===== config.mk =====
export PLATFORM = sky130hd
export DESIGN_NAME = btn_edge_conditioner
export DESIGN_NICKNAME = d
export VERILOG_FILES = /design/src/rtl/btn_edge_conditioner.sv
export SDC_FILE = /design/constraint.sdc
export NUM_CORES = 1
export LEC_CHECK = 0
export CAP_MARGIN = 40
export CORE_UTILIZATION = 48
export DETAILED_ROUTE_END_ITERATION = 8
export PLACE_DENSITY = 0.74
export SLEW_MARGIN = 10
export SYNTH_ARGS = -nofsm -noshare
export SYNTH_HDL_FRONTEND = slang
export SYNTH_SLANG_ARGS = --single-unit

===== constraint.sdc =====
create_clock -name clk -period 1.6 [get_ports clk]
set_clock_uncertainty 0.15 [all_clocks]
set_input_delay 0.16 -clock clk [delete_from_list [all_inputs] [get_ports clk]]
set_output_delay 0.16 -clock clk [all_outputs]
set_load 0.05 [all_outputs]

===== src/rtl/btn_edge_conditioner.sv =====
// Push-button front-end: per-channel synchroniser, debouncer, edge detector and
// optional hold-to-repeat, producing registered level/rise/fall/pulse outputs.
module btn_edge_conditioner #(
    parameter int N               = 4,
    parameter int SYNC_STAGES     = 2,
    parameter int DEBOUNCE_CYCLES = 16,
    parameter int EDGE_MODE       = 0,
    parameter int REPEAT_EN       = 0,
    parameter int REPEAT_DELAY    = 100,
    parameter int REPEAT_RATE     = 25
) (
    input  logic         clk,
    input  logic         rst_n,
    input  logic [N-1:0] btn,
    output logic [N-1:0] level,
    output logic [N-1:0] rise,
    output logic [N-1:0] fall,
    output logic [N-1:0] pulse
);
    localparam int DCW  = $clog2(DEBOUNCE_CYCLES + 1);
    localparam int RMAX = (REPEAT_DELAY > REPEAT_RATE) ? REPEAT_DELAY : REPEAT_RATE;
    localparam int RCW  = $clog2(RMAX + 1);

    localparam logic [DCW-1:0] DCNT_LAST  = DCW'(DEBOUNCE_CYCLES - 1);
    localparam logic [RCW-1:0] DELAY_LAST = RCW'(REPEAT_DELAY - 1);
    localparam logic [RCW-1:0] RATE_LAST  = RCW'(REPEAT_RATE - 1);

    typedef enum logic [1:0] {
        ST_IDLE,
        ST_HOLD,
        ST_RPT
    } rpt_state_t;

    genvar gi;
    generate
        for (gi = 0; gi < N; gi++) begin : g_ch
            logic [SYNC_STAGES-1:0] r_sync;
            logic [DCW-1:0]         r_dcnt;
            logic                   r_level;
            logic                   r_rise;
            logic                   r_fall;
            logic                   r_pulse;
            rpt_state_t             r_state;
            rpt_state_t             w_state_next;
            logic [RCW-1:0]         r_rcnt;
            logic [RCW-1:0]         w_rcnt_next;
            logic                   w_s;
            logic                   w_accept;
            logic                   w_rise;
            logic                   w_fall;
            logic                   w_rep;
            logic                   w_edge;

            assign w_s      = r_sync[SYNC_STAGES-1];
            assign w_accept = (w_s != r_level) && (r_dcnt == DCNT_LAST);
            assign w_rise   = w_accept & ~r_level;
            assign w_fall   = w_accept & r_level;

            if (EDGE_MODE == 0) begin : g_edge_rise
                assign w_edge = w_rise;
            end else if (EDGE_MODE == 1) begin : g_edge_fall
                assign w_edge = w_fall;
            end else begin : g_edge_both
                assign w_edge = w_rise | w_fall;
            end

            always_ff @(posedge clk or negedge rst_n) begin
                if (!rst_n) begin
                    r_sync  <= '0;
                    r_dcnt  <= '0;
                    r_level <= 1'b0;
                    r_rise  <= 1'b0;
                    r_fall  <= 1'b0;
                    r_pulse <= 1'b0;
                    r_state <= ST_IDLE;
                    r_rcnt  <= '0;
                end else begin
                    r_sync <= {r_sync[SYNC_STAGES-2:0], btn[gi]};
                    // Any sample agreeing with the accepted level restarts the run.
                    if ((w_s == r_level) || w_accept) begin
                        r_dcnt <= '0;
                    end else begin
                        r_dcnt <= r_dcnt + 1'b1;
                    end
                    if (w_accept) begin
                        r_level <= ~r_level;
                    end
                    r_rise  <= w_rise;
                    r_fall  <= w_fall;
                    r_pulse <= w_edge | w_rep;
                    r_state <= w_state_next;
                    r_rcnt  <= w_rcnt_next;
                end
            end

            always_comb begin
                w_state_next = r_state;
                w_rcnt_next  = r_rcnt;
                w_rep        = 1'b0;
                case (r_state)
                    ST_IDLE: begin
                        if ((REPEAT_EN != 0) && w_rise) begin
                            w_state_next = ST_HOLD;
                            w_rcnt_next  = '0;
                        end
                    end
                    ST_HOLD: begin
                        // A release wins over a tick landing in the same cycle.
                        if (w_fall) begin
                            w_state_next = ST_IDLE;
                            w_rcnt_next  = '0;
                        end else if (r_rcnt == DELAY_LAST) begin
                            w_rep        = 1'b1;
                            w_rcnt_next  = '0;
                            w_state_next = ST_RPT;
                        end else begin
                            w_rcnt_next = r_rcnt + 1'b1;
                        end
                    end
                    ST_RPT: begin
                        if (w_fall) begin
                            w_state_next = ST_IDLE;
                            w_rcnt_next  = '0;
                        end else if (r_rcnt == RATE_LAST) begin
                            w_rep       = 1'b1;
                            w_rcnt_next = '0;
                        end else begin
                            w_rcnt_next = r_rcnt + 1'b1;
                        end
                    end
                    default: begin
                        w_state_next = ST_IDLE;
                        w_rcnt_next  = '0;
                    end
                endcase
            end

            assign level[gi] = r_level;
            assign rise[gi]  = r_rise;
            assign fall[gi]  = r_fall;
            assign pulse[gi] = r_pulse;
        end
    endgenerate
endmodule


# Yosys cells after proc, flatten, opt, wreduce, memory -nomap -nowiden
# Cells that the tools add are included.
[word_totals]
input_bits = 6
latchBits = 0
out_inout_bits = 16
elab_cells = 172
mem_bits_rw = 0
mem_bits_ro = 0
memories = 0
reg_bits = 80
[op_classes]
eq_ne = 36
n_reduce_logical = 16
shifts = 0
bitwise = 20
div = 0
muxes = 60
order_cmp = 0
add_sub_neg = 8
multipliers = 0
[op_table]
columns = ["operator", "n"]
rows = [
  ["$mux 7", 16],
  ["$pmux 7 s3", 4],
  ["$add 7x1->7 const B", 4],
  ["$eq 7x5->1 const B", 4],
  ["$eq 7x7->1 const B", 4],
  ["$mux 2", 12],
  ["$pmux 2 s3", 4],
  ["$add 5x1->5 const B", 4],
  ["$eq 5x4->1 const B", 4],
  ["$mux 5", 4],
  ["$mux 1", 16],
  ["$ne 3x3->1 const B", 4],
  ["$reduce_and 3->1", 4],
  ["$and 1x1->1", 8],
  ["$eq 2x1->1 const B", 4],
  ["$eq 2x2->1 const B", 4],
  ["$logic_not 2->1", 4],
  ["$ne 2x2->1 const B", 4],
  ["$not 1->1", 8],
  ["$pmux 1 s2", 4],
  ["$eq 1x1->1", 4],
  ["$logic_and 1x1->1", 4],
  ["$logic_or 1x1->1", 4],
  ["$ne 1x1->1", 4],
  ["$or 1x1->1", 4],
]

# Longest topological paths before layout
# Gate-level depths: netlist of run 1.
[logic_depth]
ltp_word = 6
depth_mapped = 5
depth_no_buf = 5

# Least setup slack after synthesis of run 1
# Ideal clock, no wire load.
[synth_timing]
path_kind = "register to register"
from = "register g_ch[0].r_dcnt[0]"
to = "register g_ch[0].r_level"
synth_period_minus_slack_ps = 1555
setup_slack_ps = 45
n_path_buf = 0
t_arrival_ps = 1277
setup_time_ps = 127
required_time_ps = 1323
stages_incl_launch_ff = 5
path_cell_list = "dfrtp_1 > ha_1 > and3_1 > ha_1 > mux2_1"
[synth_via]
elab_chain_cells = 2
[synth_rtl]
columns = ["item", "line_no", "rtl"]
rows = [
  ["start: declaration", "38", "logic [DCW-1:0] r_dcnt;"],
  ["start signal: assignment", "83", "r_dcnt <= r_dcnt + 1'b1;"],
  ["$eq 5x4->1", "55", "assign w_accept = (w_s != r_level) && (r_dcnt == DCNT_LAST);"],
  ["$logic_and 1x1->1", "55", ""],
  ["end signal: assignment", "86", "r_level <= ~r_level;"],
  ["end: declaration", "39", "logic r_level;"],
]
# No other way between the ends.
# A chain may end at the register's enable or synchronous reset.

# Worst setup path in the final report of run 1
[layout_timing]
from = "register g_ch[0].r_dcnt[1]"
to = "register g_ch[0].r_level"
# Same word-level chain as after synthesis.

==> reports/results.tsv, run 1 <==
metric	value	unit
postRouteAntennaNets	0	
vias	1035	
final_cells	212	
synth_warnings	0	
cts.path.max_buffers	2	
worstPathArrival	1.67	ns
drc	0	
rsz0062_at_grt	yes	
irDropWorstVdd	0.634	mV
ys_ff_latch	40	
grt-ovfl-total	0	
fmax	635	MHz
drv_slew	0	
seq_area	1000	um2
io_pins	22	
num_rows	21	
grtUsageMet2	28.7	%
setup_tns	0	ns
hold_viol	0	
grt_pass1_wl	4.31	mm
place_ws	-0.0649	ns
viasPerCell	4.88	
holdCritPathClass	input port to flop	
cts_max_level	2	
relSlewSlack	68.1	%
post-route-util	65.8	%
avgSynthCellArea	12.7	um2
die_h	61.6	um
synth_edf_count	0	
tritoncts	yes	
fillers	267	
busiest_layer	met2	
worst-path-max-fanout	3	
setup_viol	0	
place_hpwl	1.85	mm
port-buffer-count	21	
setup_slack	0.0259	ns
path_cells	ha_2 > and3_4 > ha_1 > mux2_1	
grt_max_degree	24	
worstSetupStartpointType	flop	
drt_wl_total	2.80	mm
reg2reg_slack	0.03	ns
drtIter0Drc	14	
antenna_found_initial	0	
drive_above_1_share	36.7	%
finalWeightedCongestion	0.753	
first_global_vias	1012	
cts_root_buf	clkbuf_4	
fin_crit_sh	98.4	%
cap_violations	0	
syn_to_final_growth	29.8	%
core_area	3360	um2
synth_area_leaders	dfrtp_1, ha_1, buf_4	
die_w	61.6	um
critPathKind	flop to flop	
worst_pin_slew	0.476	ns
ys_top_cells_by_count	dfrtp_1, buf_4, ha_1, nor3_1, xnor2_1	
met3_usage	4.41	%
clkLatencyLatePin	0.35	ns
finalPower	1.97	mW
required	1.70	ns
worstSetupEndpointType	flop	
nets	183	
synth_area	1710	um2
status	finished clean	
dieArea	3800	um2
cts_num_sinks	40	
syn-instance-count	134	
async_reset_ff_share	100	%
p_leak	1.01	nW
ys_types	17	
power_density	889	nW/um2
dp_cells	189	
slowest_delay	0.41	ns
diodes	0	
start_util	50.7	%
multi_input_area	662	um2
firstDrtPassIters	4	
crit_buf_inv	0	
syn_nets	152	
clk_pin_slew_worst_paths	0.12	ns
synth_most_common_cell	dfrtp_1	
synth.top_cell.area_share	58.7	%
use_met1	18.1	%
yosys.area.top_type	dfrtp_1	
cts_buffers	5	
grtUsageTotal	16.6	%
wl_per_cell	13.2	um
crit_family	adder cells	
layout_min_cycle_time	1.57	ns
yosysSeqAreaShare	58.7	%
cp_slowest_cell	dfrtp_1	
synth_ff_type	dfrtp_1	
[logic make-up after synthesis]
group	synth area share [%]
compound gates	3.81
xor+xnor	4.11
fa+ha+maj	8.80
buf+inv	8.58
flops	58.7
mux	0.660
simple gates	15.4
[metal layers]
layer | vias to the layer above | wire length [um]
li1 | 514 | -
met1 | 495 | 1200
met2 | 19 | 1450
met3 | 7 | 92
met4 | 0 | 69
met5 | - | 0
[cells in the final DEF, fill, tap and decap left out]
| master | netlist | routed |
|---|---|---|
| o21bai_4 | 0 | 2 |
| bufinv_16 | 0 | 1 |
| nor3_1 | 12 | 12 |
| nor4_2 | 4 | 4 |
| ha_2 | 0 | 4 |
| o21ai_1 | 3 | 3 |
| nor2_1 | 3 | 3 |
| and4_1 | 4 | 4 |
| buf_2 | 0 | 1 |
| and3b_1 | 2 | 2 |
| dlygate4sd3_1 | 0 | 1 |
| inv_1 | 7 | 7 |
| clkbuf_8 | 0 | 2 |
| xnor2_1 | 8 | 8 |
| ha_4 | 0 | 4 |
| o21bai_1 | 4 | 2 |
| buf_4 | 16 | 29 |
| clkbuf_4 | 0 | 5 |
| dfrtp_1 | 40 | 40 |
| a21oi_1 | 4 | 4 |
| ha_1 | 12 | 4 |
| and3_4 | 0 | 4 |
| clkdlybuf4s50_1 | 0 | 4 |
| nand2_1 | 3 | 3 |
| mux2_1 | 1 | 1 |
| buf_12 | 0 | 5 |
| nor3b_1 | 7 | 7 |
[report_power, final]
group | internal (mW) | switching (mW) | total, mW | leakage [nW]
Combinational | 0.0866 | 0.0699 | 0.157 | 0.424
Sequential | 1.04 | 0.0253 | 1.07 | 0.530
Clock | 0.415 | 0.326 | 0.741 | 0.0515
[what timing repair did]
action | CTS | global route
endpoints found under the setup margin | 5 | 6
pin swaps | 0 | 6
hold buffers | 1 | 0
hold endpoints to repair | 40 | 0
buffers inserted | 4 | 10
gates resized for setup | 3 | 16
[final timing paths]
kind                                         from           endpoint  cells past startpoint
min in group asynchronous                   rst_n  g_ch[3].r_sync[1]                      2
max in group asynchronous                   rst_n  g_ch[1].r_dcnt[2]                      3
worst min register to register  g_ch[0].r_sync[0]  g_ch[0].r_sync[1]                      0
worst max-delay path            g_ch[0].r_dcnt[1]    g_ch[0].r_level                      4
worst max register to register  g_ch[0].r_dcnt[1]    g_ch[0].r_level                      4
worst min-delay path                       btn[3]  g_ch[3].r_sync[0]                      1
[final cells by class]
type | count | area share, %
repair buffers | 40 | 16.8
well taps | 46 | 2.60
flip-flops and latches | 40 | 45.2
inverters | 7 | 1.19
clock buffers | 7 | 2.94
multi-input cells | 71 | 29.9
clock inverters | 1 | 1.36
[state kept, by name (all words and copies together), names as in the netlist]
register / flops
g_ch.r_level: 4
g_ch.r_fall: 4
g_ch.r_sync: 8
g_ch.r_dcnt: 20
g_ch.r_pulse: 4
[stage by stage]
step / hold slack, ns / instance area, um2
floorplan: -0.286 / 1710
global placement: -0.0341 / 1900
detailed placement: -0.0305 / 1900
CTS: 0.0637 / 2040
global route: 0.0667 / 2210
finish: 0.0735 / 2210
(Power assumes the default switching activity.)
==> run 2: changes to the inputs <==
- CELL_PAD_IN_SITES_DETAIL_PLACEMENT: default -> 2
- CELL_PAD_IN_SITES_GLOBAL_PLACEMENT: default -> 2
- CORE_UTILIZATION: 48 -> 33
- PLACE_DENSITY: 0.74 -> default
- PLACE_DENSITY_LB_ADDON: default -> 0.1
==> reports/results.tsv, run 2 (synthesis results as in run 1) <==
metric	value	unit	change
irDropWorstVdd	0.346	mV	-45%
crit_cells	5		+1
slowest_delay	0.40	ns	about the same
reg2reg_slack	0.02	ns	about the same
wl_per_cell	14.8	um	+12%
tritoncts	yes		
fillers	483		+81%
die_h	73.9	um	+20%
relSlewSlack	52.9	%	-15 points
p_sw_share	22.6	%	+1.2 points
largest_reg_flops	20		unchanged
grtUsageTotal	13.9	%	-2.7 points
drive_above_1_share	40.0	%	+3.3 points
cts_buffers	5		unchanged
nets	185		+1.1%
hold_viol	0		unchanged
drc	0		unchanged
firstDrtPassIters	3		-1
crit_family	flip-flops		
layout_commonest_cell	dfrtp_1		
required	1.64	ns	-0.06 ns
vias	1080		+4.3%
cts_max_level	2		unchanged
drv_slew	0		unchanged
comb_power_share	9.4	%	+1.4 points
switching_power	0.416	mW	-1.3%
cp_slowest_cell	dfrtp_1		
regToRegStartpoint	g_ch[3].r_dcnt[1]		
r2r-end	g_ch[3].r_dcnt[3]		
grt-ovfl-total	0		unchanged
p_leak	1.00	nW	-0.28%
worst-path-max-fanout	4		+1
reg.largest.list	g_ch.r_dcnt (20), g_ch.r_sync (8)		
status	finished clean		
worst_pin_slew	0.702	ns	+0.226 ns
seq_area	1000	um2	unchanged
finalWeightedCongestion	0.742		-1.4%
cts_num_sinks	40		unchanged
rsz0062_at_grt	yes		
drtIter0Drc	25		+11
crit_path_start	g_ch[3].r_dcnt[1]		
dieArea	5460	um2	+44%
postRouteAntennaNets	0		unchanged
fin_crit_sh	99.0	%	+0.64 points
antenna_found_initial	0		unchanged
worstSetupStartpointType	flop		
grt_pass1_wl	5.58	mm	+29%
viasPerCell	4.66		-4.6%
crit_buf_inv	0		unchanged
clk_pin_slew_worst_paths	0.07	ns	-0.05 ns
p_int	1.42	mW	-8.1%
holdCritPathClass	input port to flop		
multi_input_area	721	um2	+8.9%
most-common-layout-cells	dfrtp_1, buf_4, nor3_1		
cts_root_buf	clkbuf_8		
setup_tns	0	ns	unchanged
holdWs	0.170	ns	+0.0969 ns
grt_max_degree	41		+71%
drt_wl_total	3.43	mm	+22%
first_global_vias	1181		+17%
setup_viol	0		unchanged
post-route-util	46.9	%	-19 points
fmax	631	MHz	-0.64%
start_util	35.2	%	-16 points
clkLatencyLatePin	0.28	ns	-0.07 ns
worstPathArrival	1.62	ns	-0.05 ns
critPathKind	flop to flop		
worstSetupEndpointType	flop		
num_rows	25		+19%
syn_to_final_growth	33.4	%	
pwr-share-seq	58.4	%	+4.0 points
path_cells	ha_2 > and3_4 > ha_4 > o21bai_4 > nor4_4		
endpoint	g_ch[3].r_dcnt[3]		
regMostFlops	g_ch.r_dcnt		
layout_min_cycle_time	1.58	ns	+0.0102 ns
r2r_cells	5		+1
place_hpwl	2.27	mm	+22%
cap_violations	0		unchanged
power_density	807	nW/um2	-9.1%
die_w	73.9	um	+20%
port-buffer-count	21		unchanged
power_frac_clock	32.2	%	-5.5 points
core_area	4850	um2	+44%
cts.path.max_buffers	2		unchanged
diodes	0		unchanged
io_pins	22		unchanged
[run 2: cell count changes in the layout (fill, tap and decap cells not counted), sizes merged]
| cell | previous run | this run |
|---|---|---|
| buf | 35 | 37 |
| clkbuf | 7 | 5 |
| bufinv | 1 | 0 |
[run 2: metal layers]
layer	part of all wire [%]	routed length (um)	vias up	global-route usage, %
li1	-	-	506	-
met1	42	1450	558	15.8
met2	54	1860	12	24.6
met3	2.2	77	4	3.70
met4	1.1	37	0	5.77
met5	0	0	-	0
[run 2: worst min-delay path by stage]
stage,from,end,slack [ns],depth (start not counted)
4_1_cts,btn[0],g_ch[0].r_sync[0],0.16,1
3_5_place_dp,rst_n,g_ch[1].r_dcnt[3],0.11,2
2_1_floorplan,rst_n,g_ch[0].r_dcnt[0],-0.29,0
5_1_grt,btn[2],g_ch[2].r_sync[0],0.16,1
6_report,btn[0],g_ch[0].r_sync[0],0.17,1
3_3_place_gp,rst_n,g_ch[1].r_dcnt[3],0.09,2
[run 2: worst reg2reg max path, delay by kind of cell (launching register included)]
kind,cells,cell delay (ns)
flops,1,0.40
simple gates,2,0.40
compound gates,1,0.17
fa+ha+maj,2,0.38
[run 2: power groups by stage]
stage,registers (mW),logic (mW),clock network (mW)
after detailed placement,1.09,0.117,0
after floorplan,1.09,0.0541,0
after CTS,1.07,0.136,0.629
after global placement,1.09,0.106,0
after global routing,1.08,0.193,0.655
final,1.07,0.173,0.592
[run 2: repair_timing]
| item | CTS | global route |
|---|---|---|
| hold buffers | 1 | 0 |
| gates resized for setup | 10 | 19 |
| pin swaps | 1 | 8 |
| setup buffers | 4 | 11 |
| endpoints found under the hold margin | 40 | 0 |
| setup endpoints to repair | 6 | 9 |
[run 2: final cells by class]
| class | count | area share [%] |
|---|---|---|
| inverters | 7 | 1.15 |
| clock buffers | 5 | 3.02 |
| multi-input cells | 71 | 31.7 |
| repair buffers | 42 | 16.5 |
| flip-flops and latches | 40 | 44.0 |
| well taps | 67 | 3.68 |
[run 2: per-stage QoR]
stage	total power [mW]	cell area, um2	worst slack (ns)	std cells
after floorplan	1.14	1710	0.0452	134
after global placement	1.19	1920	0.0153	211
after detailed placement	1.21	1920	-0.0918	211
after CTS	1.84	2080	-0.0188	221
after global routing	1.93	2280	-0.0497	232
final	1.84	2280	0.0157	232
